--- src/rtl/rgb_breathe_sequencer_if.sv ---
// Control/status bundle between the LED top level and the RGB breathe sequencer.
// The master side drives the run controls; the slave side returns period and channel state.
interface rgb_breathe_sequencer_if #(
  parameter int unsigned PERIOD_W = 24
);
  logic                enable;
  logic                pause;
  logic [PERIOD_W-1:0] period_i;
  logic [PERIOD_W-1:0] breathe_period;
  logic [2:0]          chan_off;
  logic [2:0]          color_idx;
  logic                step_tick;
  logic                breath_done;

  modport master (
    output enable, pause, period_i,
    input  breathe_period, chan_off, color_idx, step_tick, breath_done
  );

  modport slave (
    input  enable, pause, period_i,
    output breathe_period, chan_off, color_idx, step_tick, breath_done
  );
endinterface

--- src/rtl/rgb_breathe_sequencer.sv ---
// Steps three breathe channels through a six-colour pattern, changing colour only
// on breath boundaries and holding every channel dark for one cycle at each change.
module rgb_breathe_sequencer #(
  parameter int unsigned PWM_RES_BITS      = 8,
  parameter int unsigned PERIOD_W          = 24,
  parameter logic [PERIOD_W-1:0] CYCLES_PER_STEP = 24'hAAAA,
  parameter int unsigned BREATHS_PER_COLOR = 2
) (
  input  logic                     Sys_Clk0,
  input  logic                     Sys_Clk0_Rst,
  rgb_breathe_sequencer_if.slave   bus
);

  localparam int unsigned LVL_W  = PWM_RES_BITS + 1;
  localparam int unsigned BRTH_W = (BREATHS_PER_COLOR > 1) ? $clog2(BREATHS_PER_COLOR) : 1;
  localparam logic [BRTH_W-1:0] BRTH_LAST = BRTH_W'(BREATHS_PER_COLOR - 1);
  localparam logic [2:0] IDX_LAST = 3'd5;

  typedef enum logic [1:0] {S_IDLE, S_RUN, S_PAUSE, S_ADV} state_e;

  state_e              state_q, state_d;
  logic [PERIOD_W-1:0] cyc_q, cyc_d;
  logic [LVL_W-1:0]    lvl_q, lvl_d;
  logic [BRTH_W-1:0]   brth_q, brth_d;
  logic [2:0]          color_q, color_d;
  logic [PERIOD_W-1:0] period_q, period_d;
  logic [2:0]          chan_off_q, chan_off_d;
  logic                step_tick_q, step_tick_d;
  logic                breath_done_q, breath_done_d;

  logic                step_end, breath_end, last_brth, run_cnt;
  logic [PERIOD_W-1:0] load_val;

  // Lit mask {b,g,r} for each pattern index.
  function automatic logic [2:0] lit_mask(input logic [2:0] idx);
    case (idx)
      3'd0:    lit_mask = 3'b100;
      3'd1:    lit_mask = 3'b010;
      3'd2:    lit_mask = 3'b001;
      3'd3:    lit_mask = 3'b011;
      3'd4:    lit_mask = 3'b101;
      3'd5:    lit_mask = 3'b110;
      default: lit_mask = 3'b000;
    endcase
  endfunction

  assign step_end   = (cyc_q == (period_q - PERIOD_W'(1)));
  assign breath_end = step_end && (lvl_q == '1);
  assign last_brth  = (brth_q == BRTH_LAST);
  assign run_cnt    = (state_q == S_RUN) && bus.enable && !bus.pause;
  assign load_val   = (bus.period_i == '0) ? PERIOD_W'(1) : bus.period_i;

  always_ff @(posedge Sys_Clk0) begin
    if (Sys_Clk0_Rst) begin
      state_q <= S_IDLE;
    end else begin
      state_q <= state_d;
    end
  end

  always_comb begin
    state_d = state_q;
    case (state_q)
      S_IDLE:  if (bus.enable && !bus.pause) state_d = S_RUN;
      S_RUN: begin
        if (!bus.enable)                  state_d = S_IDLE;
        else if (bus.pause)               state_d = S_PAUSE;
        else if (breath_end && last_brth) state_d = S_ADV;
      end
      S_PAUSE: begin
        if (!bus.enable)     state_d = S_IDLE;
        else if (!bus.pause) state_d = S_RUN;
      end
      S_ADV:   state_d = bus.enable ? S_RUN : S_IDLE;
      default: state_d = S_IDLE;
    endcase
  end

  // Counter, colour, period and registered-output next values.
  always_comb begin
    cyc_d         = cyc_q;
    lvl_d         = lvl_q;
    brth_d        = brth_q;
    color_d       = color_q;
    period_d      = period_q;
    step_tick_d   = 1'b0;
    breath_done_d = 1'b0;

    case (state_q)
      S_IDLE: begin
        cyc_d   = '0;
        lvl_d   = '0;
        brth_d  = '0;
        color_d = 3'd0;
        if (state_d == S_RUN) period_d = load_val;
      end
      S_RUN: begin
        if (run_cnt) begin
          if (step_end) begin
            cyc_d       = '0;
            lvl_d       = lvl_q + LVL_W'(1);
            step_tick_d = 1'b1;
            if (breath_end) begin
              breath_done_d = 1'b1;
              brth_d        = last_brth ? '0 : brth_q + BRTH_W'(1);
            end
          end else begin
            cyc_d = cyc_q + PERIOD_W'(1);
          end
        end
      end
      S_ADV: begin
        cyc_d    = '0;
        lvl_d    = '0;
        brth_d   = '0;
        color_d  = (color_q == IDX_LAST) ? 3'd0 : color_q + 3'd1;
        period_d = load_val;
      end
      default: ;
    endcase

    // Leaving the sequence always restarts it from the first colour.
    if (state_d == S_IDLE) begin
      cyc_d   = '0;
      lvl_d   = '0;
      brth_d  = '0;
      color_d = 3'd0;
    end

    chan_off_d = (state_d == S_RUN) ? ~lit_mask(color_d) : 3'b111;
  end

  always_ff @(posedge Sys_Clk0) begin
    if (Sys_Clk0_Rst) begin
      cyc_q         <= '0;
      lvl_q         <= '0;
      brth_q        <= '0;
      color_q       <= 3'd0;
      period_q      <= CYCLES_PER_STEP;
      chan_off_q    <= 3'b111;
      step_tick_q   <= 1'b0;
      breath_done_q <= 1'b0;
    end else begin
      cyc_q         <= cyc_d;
      lvl_q         <= lvl_d;
      brth_q        <= brth_d;
      color_q       <= color_d;
      period_q      <= period_d;
      chan_off_q    <= chan_off_d;
      step_tick_q   <= step_tick_d;
      breath_done_q <= breath_done_d;
    end
  end

  assign bus.breathe_period = period_q;
  assign bus.chan_off       = chan_off_q;
  assign bus.color_idx      = color_q;
  assign bus.step_tick      = step_tick_q;
  assign bus.breath_done    = breath_done_q;

endmodule

--- src/flat_wrapper.sv ---
// flat-port wrapper written by rule: the top's interface ports become plain ports
module rgb_breathe_sequencer_flat 
#(
  parameter int unsigned PWM_RES_BITS      = 8,
  parameter int unsigned PERIOD_W          = 24,
  parameter logic [PERIOD_W-1:0] CYCLES_PER_STEP = 24'hAAAA,
  parameter int unsigned BREATHS_PER_COLOR = 2
)
  (Sys_Clk0, Sys_Clk0_Rst, bus_enable, bus_pause, bus_period_i, bus_breathe_period, bus_chan_off, bus_color_idx, bus_step_tick, bus_breath_done);
  rgb_breathe_sequencer_if #(.PERIOD_W(PERIOD_W)) bus_i ();
  input  logic Sys_Clk0;
  input  logic Sys_Clk0_Rst;
  input wire logic [$bits(bus_i.enable)-1:0] bus_enable;
  input wire logic [$bits(bus_i.pause)-1:0] bus_pause;
  input wire logic [$bits(bus_i.period_i)-1:0] bus_period_i;
  output wire logic [$bits(bus_i.breathe_period)-1:0] bus_breathe_period;
  output wire logic [$bits(bus_i.chan_off)-1:0] bus_chan_off;
  output wire logic [$bits(bus_i.color_idx)-1:0] bus_color_idx;
  output wire logic [$bits(bus_i.step_tick)-1:0] bus_step_tick;
  output wire logic [$bits(bus_i.breath_done)-1:0] bus_breath_done;
  assign bus_i.enable = bus_enable;
  assign bus_i.pause = bus_pause;
  assign bus_i.period_i = bus_period_i;
  assign bus_breathe_period = bus_i.breathe_period;
  assign bus_chan_off = bus_i.chan_off;
  assign bus_color_idx = bus_i.color_idx;
  assign bus_step_tick = bus_i.step_tick;
  assign bus_breath_done = bus_i.breath_done;
  rgb_breathe_sequencer #(.PWM_RES_BITS(PWM_RES_BITS), .PERIOD_W(PERIOD_W), .CYCLES_PER_STEP(CYCLES_PER_STEP), .BREATHS_PER_COLOR(BREATHS_PER_COLOR)) u_core (.Sys_Clk0(Sys_Clk0), .Sys_Clk0_Rst(Sys_Clk0_Rst), .bus(bus_i));
endmodule
--- config.mk ---
export PLATFORM = sky130hd
export DESIGN_NAME = rgb_breathe_sequencer_flat
export DESIGN_NICKNAME = d
export VERILOG_FILES = /design/src/rtl/rgb_breathe_sequencer_if.sv /design/src/rtl/rgb_breathe_sequencer.sv /design/src/flat_wrapper.sv
export SDC_FILE = /design/constraint.sdc
export NUM_CORES = 1
export LEC_CHECK = 0
export CAP_MARGIN = 20
export CORE_UTILIZATION = 35
export CTS_BUF_LIST = sky130_fd_sc_hd__clkbuf_4 sky130_fd_sc_hd__clkbuf_8
export CTS_CLUSTER_SIZE = 28
export DETAILED_ROUTE_END_ITERATION = 10
export HOLD_SLACK_MARGIN = 0.02
export PLACE_DENSITY_LB_ADDON = 0.05
export SLEW_MARGIN = 10
export SYNTH_ARGS = -nofsm -noshare
export SYNTH_HDL_FRONTEND = slang
export SYNTH_SLANG_ARGS = --single-unit
--- constraint.sdc ---
create_clock -name Sys_Clk0 -period 7 [get_ports Sys_Clk0]
set_input_delay 1.75 -clock Sys_Clk0 [delete_from_list [all_inputs] [get_ports Sys_Clk0]]
set_output_delay 1.75 -clock Sys_Clk0 [all_outputs]
set_load 0.02 [all_outputs]
### Word-level counts from Yosys, hierarchy flattened

Index checks and enable logic that the tools add are counted.

* add/sub/neg operators: 5
* multipliers: 0
* divide/modulo/power cells: 0
* $lt $le $gt $ge: 0
* eq/ne operators: 16
* shift operators: 0
* mux-type cells: 28
* bitwise logic cells: 5
* reduce and logical (&&, ||, !) cells: 21

Operators with widths (number)
* two-way mux 24 bit: 4
* case mux 24 bit (2 select lines): 2
* adder 24 x 1 -> 24 bit, second input constant: 1
* equality test 24 bit: 1
* logical NOT 24 bit: 1
* subtractor 24 x 1 -> 24 bit, second input constant: 1
* two-way mux 9 bit: 2
* case mux 3 bit (6 select lines): 1
* case mux 9 bit (2 select lines): 1
* two-way mux 2 bit: 6
* adder 9 x 1 -> 9 bit, second input constant: 1
* equality test 3 bit, second input constant: 3
* equality test 9 bit, second input constant: 1
* != test 2 x 1 -> 1 bit, second input constant: 4
* case mux 2 bit (4 select lines): 1
* two-way mux 1 bit: 7
* equality test 3 x 2 -> 1 bit, second input constant: 2
* two-way mux 3 bit: 2
* case mux 3 bit (2 select lines): 1
* OR reduction 2 bit: 3
* logical AND 1 bit: 5
* equality test 2 x 1 -> 1 bit, second input constant: 2
* equality test 2 bit, second input constant: 2
* logical NOT 2 bit: 2
* 14 further kinds: 19

* register bits after elaboration: 68
* bits in latches: 0
* memory bits (writable): 0
* bits in read-only memories: 0
* output and inout port bits: 32
* memories kept: 0

### Longest topological paths before layout

* depth in word-level cells: 13
* mapped depth: 13

### Least setup slack after synthesis

OpenSTA, ideal clock, no wires.

* path type: register -> register
* start: register u_core.period_q[0] (netlist: u_core.bus.breathe_period[0])
* end: register u_core.chan_off_q[1] (netlist: u_core.bus.chan_off[1])
* setup time: 0.124 ns
* arrival time: 3.187 ns
* required time: 6.876 ns
* setup slack: 3.689 ns
* cell stages (with the launch flop): 13
* clock period less this slack: 3.311 ns
* path through: dfxtp_1 -> inv_1 -> ha_1 -> nor3b_1 -> clkbuf_1 -> nand4_1 -> nor4_1 -> xnor2_1 -> nor4_4 -> o2111ai_1 -> a31o_1 -> buf_2 -> a2111o_1

* word-level cells in the longest chain between the ends: 13
* elaborated cells on any way between the ends: 21

RTL lines
* from (decl): line rgb_breathe_sequencer.sv:26 `logic [PERIOD_W-1:0] period_q, period_d;`
* from (signal assigned): line rgb_breathe_sequencer.sv:148 `period_q <= period_d;`
* subtractor 24 x 1 -> 24 bit (*): line rgb_breathe_sequencer.sv:47 `assign step_end = (cyc_q == (period_q - PERIOD_W'(1)));`
* equality test 24 bit (*): line rgb_breathe_sequencer.sv:47
* logical AND 1 bit (*): line rgb_breathe_sequencer.sv:48 `assign breath_end = step_end && (lvl_q == '1);`
* logical AND 1 bit (*): line rgb_breathe_sequencer.sv:68 `else if (breath_end && last_brth) state_d = S_ADV;`
* two-way mux 2 bit (*): line rgb_breathe_sequencer.sv:68
* two-way mux 2 bit (*): line rgb_breathe_sequencer.sv:67 `else if (bus.pause) state_d = S_PAUSE;`
* two-way mux 2 bit (*): line rgb_breathe_sequencer.sv:66 `if (!bus.enable) state_d = S_IDLE;`
* case mux 2 bit (4 select lines) (*): line rgb_breathe_sequencer.sv:63 `case (state_q)`
* logical NOT 2 bit: line rgb_breathe_sequencer.sv:123 `if (state_d == S_IDLE) begin`
* two-way mux 3 bit: line rgb_breathe_sequencer.sv:123
* equality test 3 bit (tied with other cells): line rgb_breathe_sequencer.sv:36 `case (idx)`
* case mux 3 bit (6 select lines): line rgb_breathe_sequencer.sv:36
* NOT 3 bit: line rgb_breathe_sequencer.sv:130 `chan_off_d = (state_d == S_RUN) ? ~lit_mask(color_d) : 3'b111;`
* to (signal assigned): line rgb_breathe_sequencer.sv:149 `chan_off_q <= chan_off_d;`
* to (decl): line rgb_breathe_sequencer.sv:27 `logic [2:0] chan_off_q, chan_off_d;`

Mark *: on every way between the ends. The rest lies on a longest branch, timed or not.
A chain may end at the register's enable or synchronous reset.

### Final worst setup path

* start: register u_core.period_q[7] (netlist: u_core.bus.breathe_period[7])
* end: register u_core.period_q[11] (netlist: u_core.bus.breathe_period[11])

* word-level cells in the longest chain between the ends: 11

RTL lines
* subtractor 24 x 1 -> 24 bit: line rgb_breathe_sequencer.sv:47
* equality test 24 bit: line rgb_breathe_sequencer.sv:47
* logical AND 1 bit: line rgb_breathe_sequencer.sv:48
* logical AND 1 bit: line rgb_breathe_sequencer.sv:68
* two-way mux 2 bit: line rgb_breathe_sequencer.sv:68
* two-way mux 2 bit: line rgb_breathe_sequencer.sv:67
* two-way mux 2 bit: line rgb_breathe_sequencer.sv:66
* case mux 2 bit (4 select lines): line rgb_breathe_sequencer.sv:63
* equality test 2 x 1 -> 1 bit: line rgb_breathe_sequencer.sv:95 `if (state_d == S_RUN) period_d = load_val;`
* != test 2 x 1 -> 1 bit (no line)
* AND reduction 2 bit (no line)

Every way passes these cells.

==> metrics.csv <==
stage;metric;value;unit
setup_path;Worst path most repeated cell;nor4_1;
global_routing;antenna violations before repair;0;
timing;final worst-path cycle share;58.12;%
timing;Max transition margin;36.18;%
power_and_ir_drop;combinational fraction of design power;19.1;%
routing;# DRC;0;
power_and_ir_drop;Switching Power;0.2936;mW
place;Port Buffers;59;
yosys;FFs w/ async S/R, synth;0;%
yosys;number of distinct library cells after synthesis;56;
routing;drt wl/cell;16.59;um
clocking;hold buffer count at CTS;0;
timing;Worst Tran Pin Value;0.9562;ns
floorplan;DIE HEIGHT;114.4;um
layout;Nets;654;
status;status;complete, no violations;
floorplan;Initial Util;36.35;%
timing;Clock Skews;0.01272;ns
timing;Finish-stage setup viols;0;
floorplan;area of the die;0.01308;mm^2
setup_path;CP Data Arrival Time;4.35;ns
setup_path;CP Launch Type;register;
global_routing;global-route usage over all layers;20.91;%
clocking;CTS Root Cell;clkbuf_8;
routing;routed via count;4451;
clocking;CTS-repair resized insts;0;
floorplan;die width;114.4;um
timing;Min Clock Period, post-route;4.068;ns
clocking;CTS Sinks;68;
clocking;clk_lat worst skew;0.37;ns
global_routing;vias in the first global route;4235;
yosys;Area contributors post-synth;dfxtp_1 (31%), nand2_1 (5.8%), a21oi_1 (3.7%), mux2i_1 (3.4%), nand3_1 (3.4%);
floorplan;Core Region;0.01216;mm^2
clocking;clock-pin slew on the worst setup and hold paths;0.08;ns
yosys;Mapped Nets;614;
yosys;Synth top area share;30.80;%
layout;antenna diode count;0;
place;GPL Wtd Cong;0.8621;
place;placed cell area;0.005124;mm^2
power_and_ir_drop;Max IR drop VDD;0.1175;mV
place;Final HPWL DP;9523;um
yosys;sequential area share after synthesis;30.80;%
clocking;TritonCTS clock tree;yes;
timing;Final Hold Fails;0;
setup_path;CP endpoint kind;register;
routing;1st-pass router iterations;4;
power_and_ir_drop;pwr/cell area;181.6;mW/mm^2
timing;post-route setup TNS;0;ns
timing;RSZ-0062 raised after global routing;false;
yosys;Post-synth EDFFs;0;
clocking;clk buf depth;2;
routing;final WL;13090;um
layout;share of cells above drive strength 1;5.636;%
yosys;cell count after synthesis;576;
setup_path;Max stage delay cell, worst path;nor4_1;
timing;Fmax;245.8;MHz
clocking;CTS buffer count;9;
global_routing;largest net degree at the start of global routing;57;
yosys;Synthesis Warnings;0;
global_routing;first-pass GRT wire length;21310;um
yosys;post-synth top area cell;dfxtp_1;
layout;filler instances;1275;
power_and_ir_drop;leakage;1.762;nW
clocking;Post-CTS Setup Inserts;0;
setup_path;Crit Path Class;register to register;
hold_path;HP Class;register to register;
setup_path;Critical Path, Cell by Cell;nor4_1, nand4_1, nor4_1, xnor2_1, nor4_4, a31o_2, o21a_1, mux2i_1;
power_and_ir_drop;Clk pwr share;37.2;%
floorplan;cell row count;40;
power_and_ir_drop;switching portion of total power;30.25;%
power_and_ir_drop;internal power;0.6769;mW
global_routing;grt ovf;0;
clocking;H-tree depth;3;
routing;Starting DRT DRC Count;317;
yosys;Synth Register Bits;68;
layout;area grow syn2layout;20.89;%
setup_path;critical path required time;7.29;ns
job;total of max-cap violations;0;
yosys;Syn Std Cell Area;0.004420;mm^2
timing;Slew Viols, Final;0;
layout;final instance area;0.005344;mm^2
floorplan;Ports;60;
routing;vias per cell;5.641;
setup_path;largest stage delay on the critical path;0.77;ns
yosys;Primary FF master, synth;dfxtp_1;
routing;post-route ant nets;0;
yosys;average cell area after synthesis;7.674;um^2
setup_path;Critical Path Fanout Max;14;
power_and_ir_drop;Sequential Power Share;43.6;%
## critical path: cells and delay by family, from the launching register on
family / cells / cell delay (ns)
compound gates: 2 / 1.13
xor+xnor: 1 / 0.19
flops: 1 / 0.41
simple gates: 4 / 1.98
mux: 1 / 0.26
## kinds of logic after synthesis
logic type,after synthesis,synth area share [%]
xor+xnor,27,5.349
flops,68,30.80
mux,15,3.396
buf+inv,50,4.415
simple gates,268,32.58
compound gates,138,20.63
fa+ha+maj,10,2.830
## final timing paths
| kind | from | slack (ns) | endpoint | cells after the start |
|---|---|---|---|---|
| worst min-delay path | u_core.lvl_q[7] | 0.49 | u_core.lvl_q[7] | 2 |
| worst max-delay path | u_core.bus.breathe_period[7] | 2.93 | u_core.bus.breathe_period[11] | 8 |
| worst max register to register | u_core.bus.breathe_period[7] | 2.93 | u_core.bus.breathe_period[11] | 8 |
| worst min register to register | u_core.lvl_q[7] | 0.49 | u_core.lvl_q[7] | 2 |
## cells in the final DEF, fill, tap and decap left out, types with 21 or more instances in the layout
master / n
clkdlybuf4s50_1: 59
nand3_1: 30
o21ai_0: 26
a21oi_1: 33
nor2_1: 40
dfxtp_1: 68
nor4_1: 21
nand2_1: 68
## synthesized netlist by cell type, types with 11 or more instances
master	number
o2111ai_1	12
inv_1	14
a21oi_1	33
nand2_1	68
dfxtp_1	68
mux2i_1	15
xnor2_1	16
clkbuf_1	31
nand3_1	30
o21ai_0	26
nand4_1	18
or3_1	15
a31oi_1	18
or4_1	18
nor4_1	21
xor2_1	11
nor2_1	40
## metrics by stage
step                      power, mW  utilization, %  hold WS, ns  cells  setup WS (ns)
final                        0.9705           43.94       0.4855    789          2.932
after global routing          1.016           43.94       0.5116    789          2.633
after CTS                    0.9834           43.90       0.4827    789          2.703
after detailed placement     0.6169           42.13       0.4707    773          2.673
after global placement       0.6168           42.13       0.4611    773          2.732
after floorplan              0.5417               -       0.4539    576          3.689
## sequential cells by signal (all words and copies together), names as in the netlist
name	flops
u_core.bus.step_tick	1
u_core.bus.breath_done	1
u_core.brth_q	1
u_core.bus.color_idx	3
u_core.lvl_q	9
u_core.state_q	2
u_core.bus.chan_off	3
u_core.bus.breathe_period	24
u_core.cyc_q	24
## power groups by stage
stage               Clock [mW]  Sequential, mW  Combinational, mW
floorplan                    0           0.438              0.103
global placement             0           0.433              0.184
global route             0.390           0.426              0.200
detailed placement           0           0.432              0.185
CTS                      0.374           0.423              0.186
finish                   0.361           0.424              0.186
## layout make-up
class	count	area (um^2)	area share, %
repair buffers	65	635.6	11.89
multi-input cells	458	2869	53.69
clock inverters	7	91.34	1.709
well taps	168	210.2	3.934
flip-flops and latches	68	1361	25.47
clock buffers	9	123.9	2.318
inverters	14	52.55	0.9834
## per-layer routing
metal | vias to the layer above | part of all wire [%] | track usage [%]
met5 | - | 0 | 0
met2 | 81 | 49 | 36.32
met4 | 0 | 1.5 | 6.147
li1 | 2241 | - | -
met3 | 11 | 3.9 | 5.506
met1 | 2118 | 45 | 25.24
No activity file was read; power rests on OpenSTA's default activity.
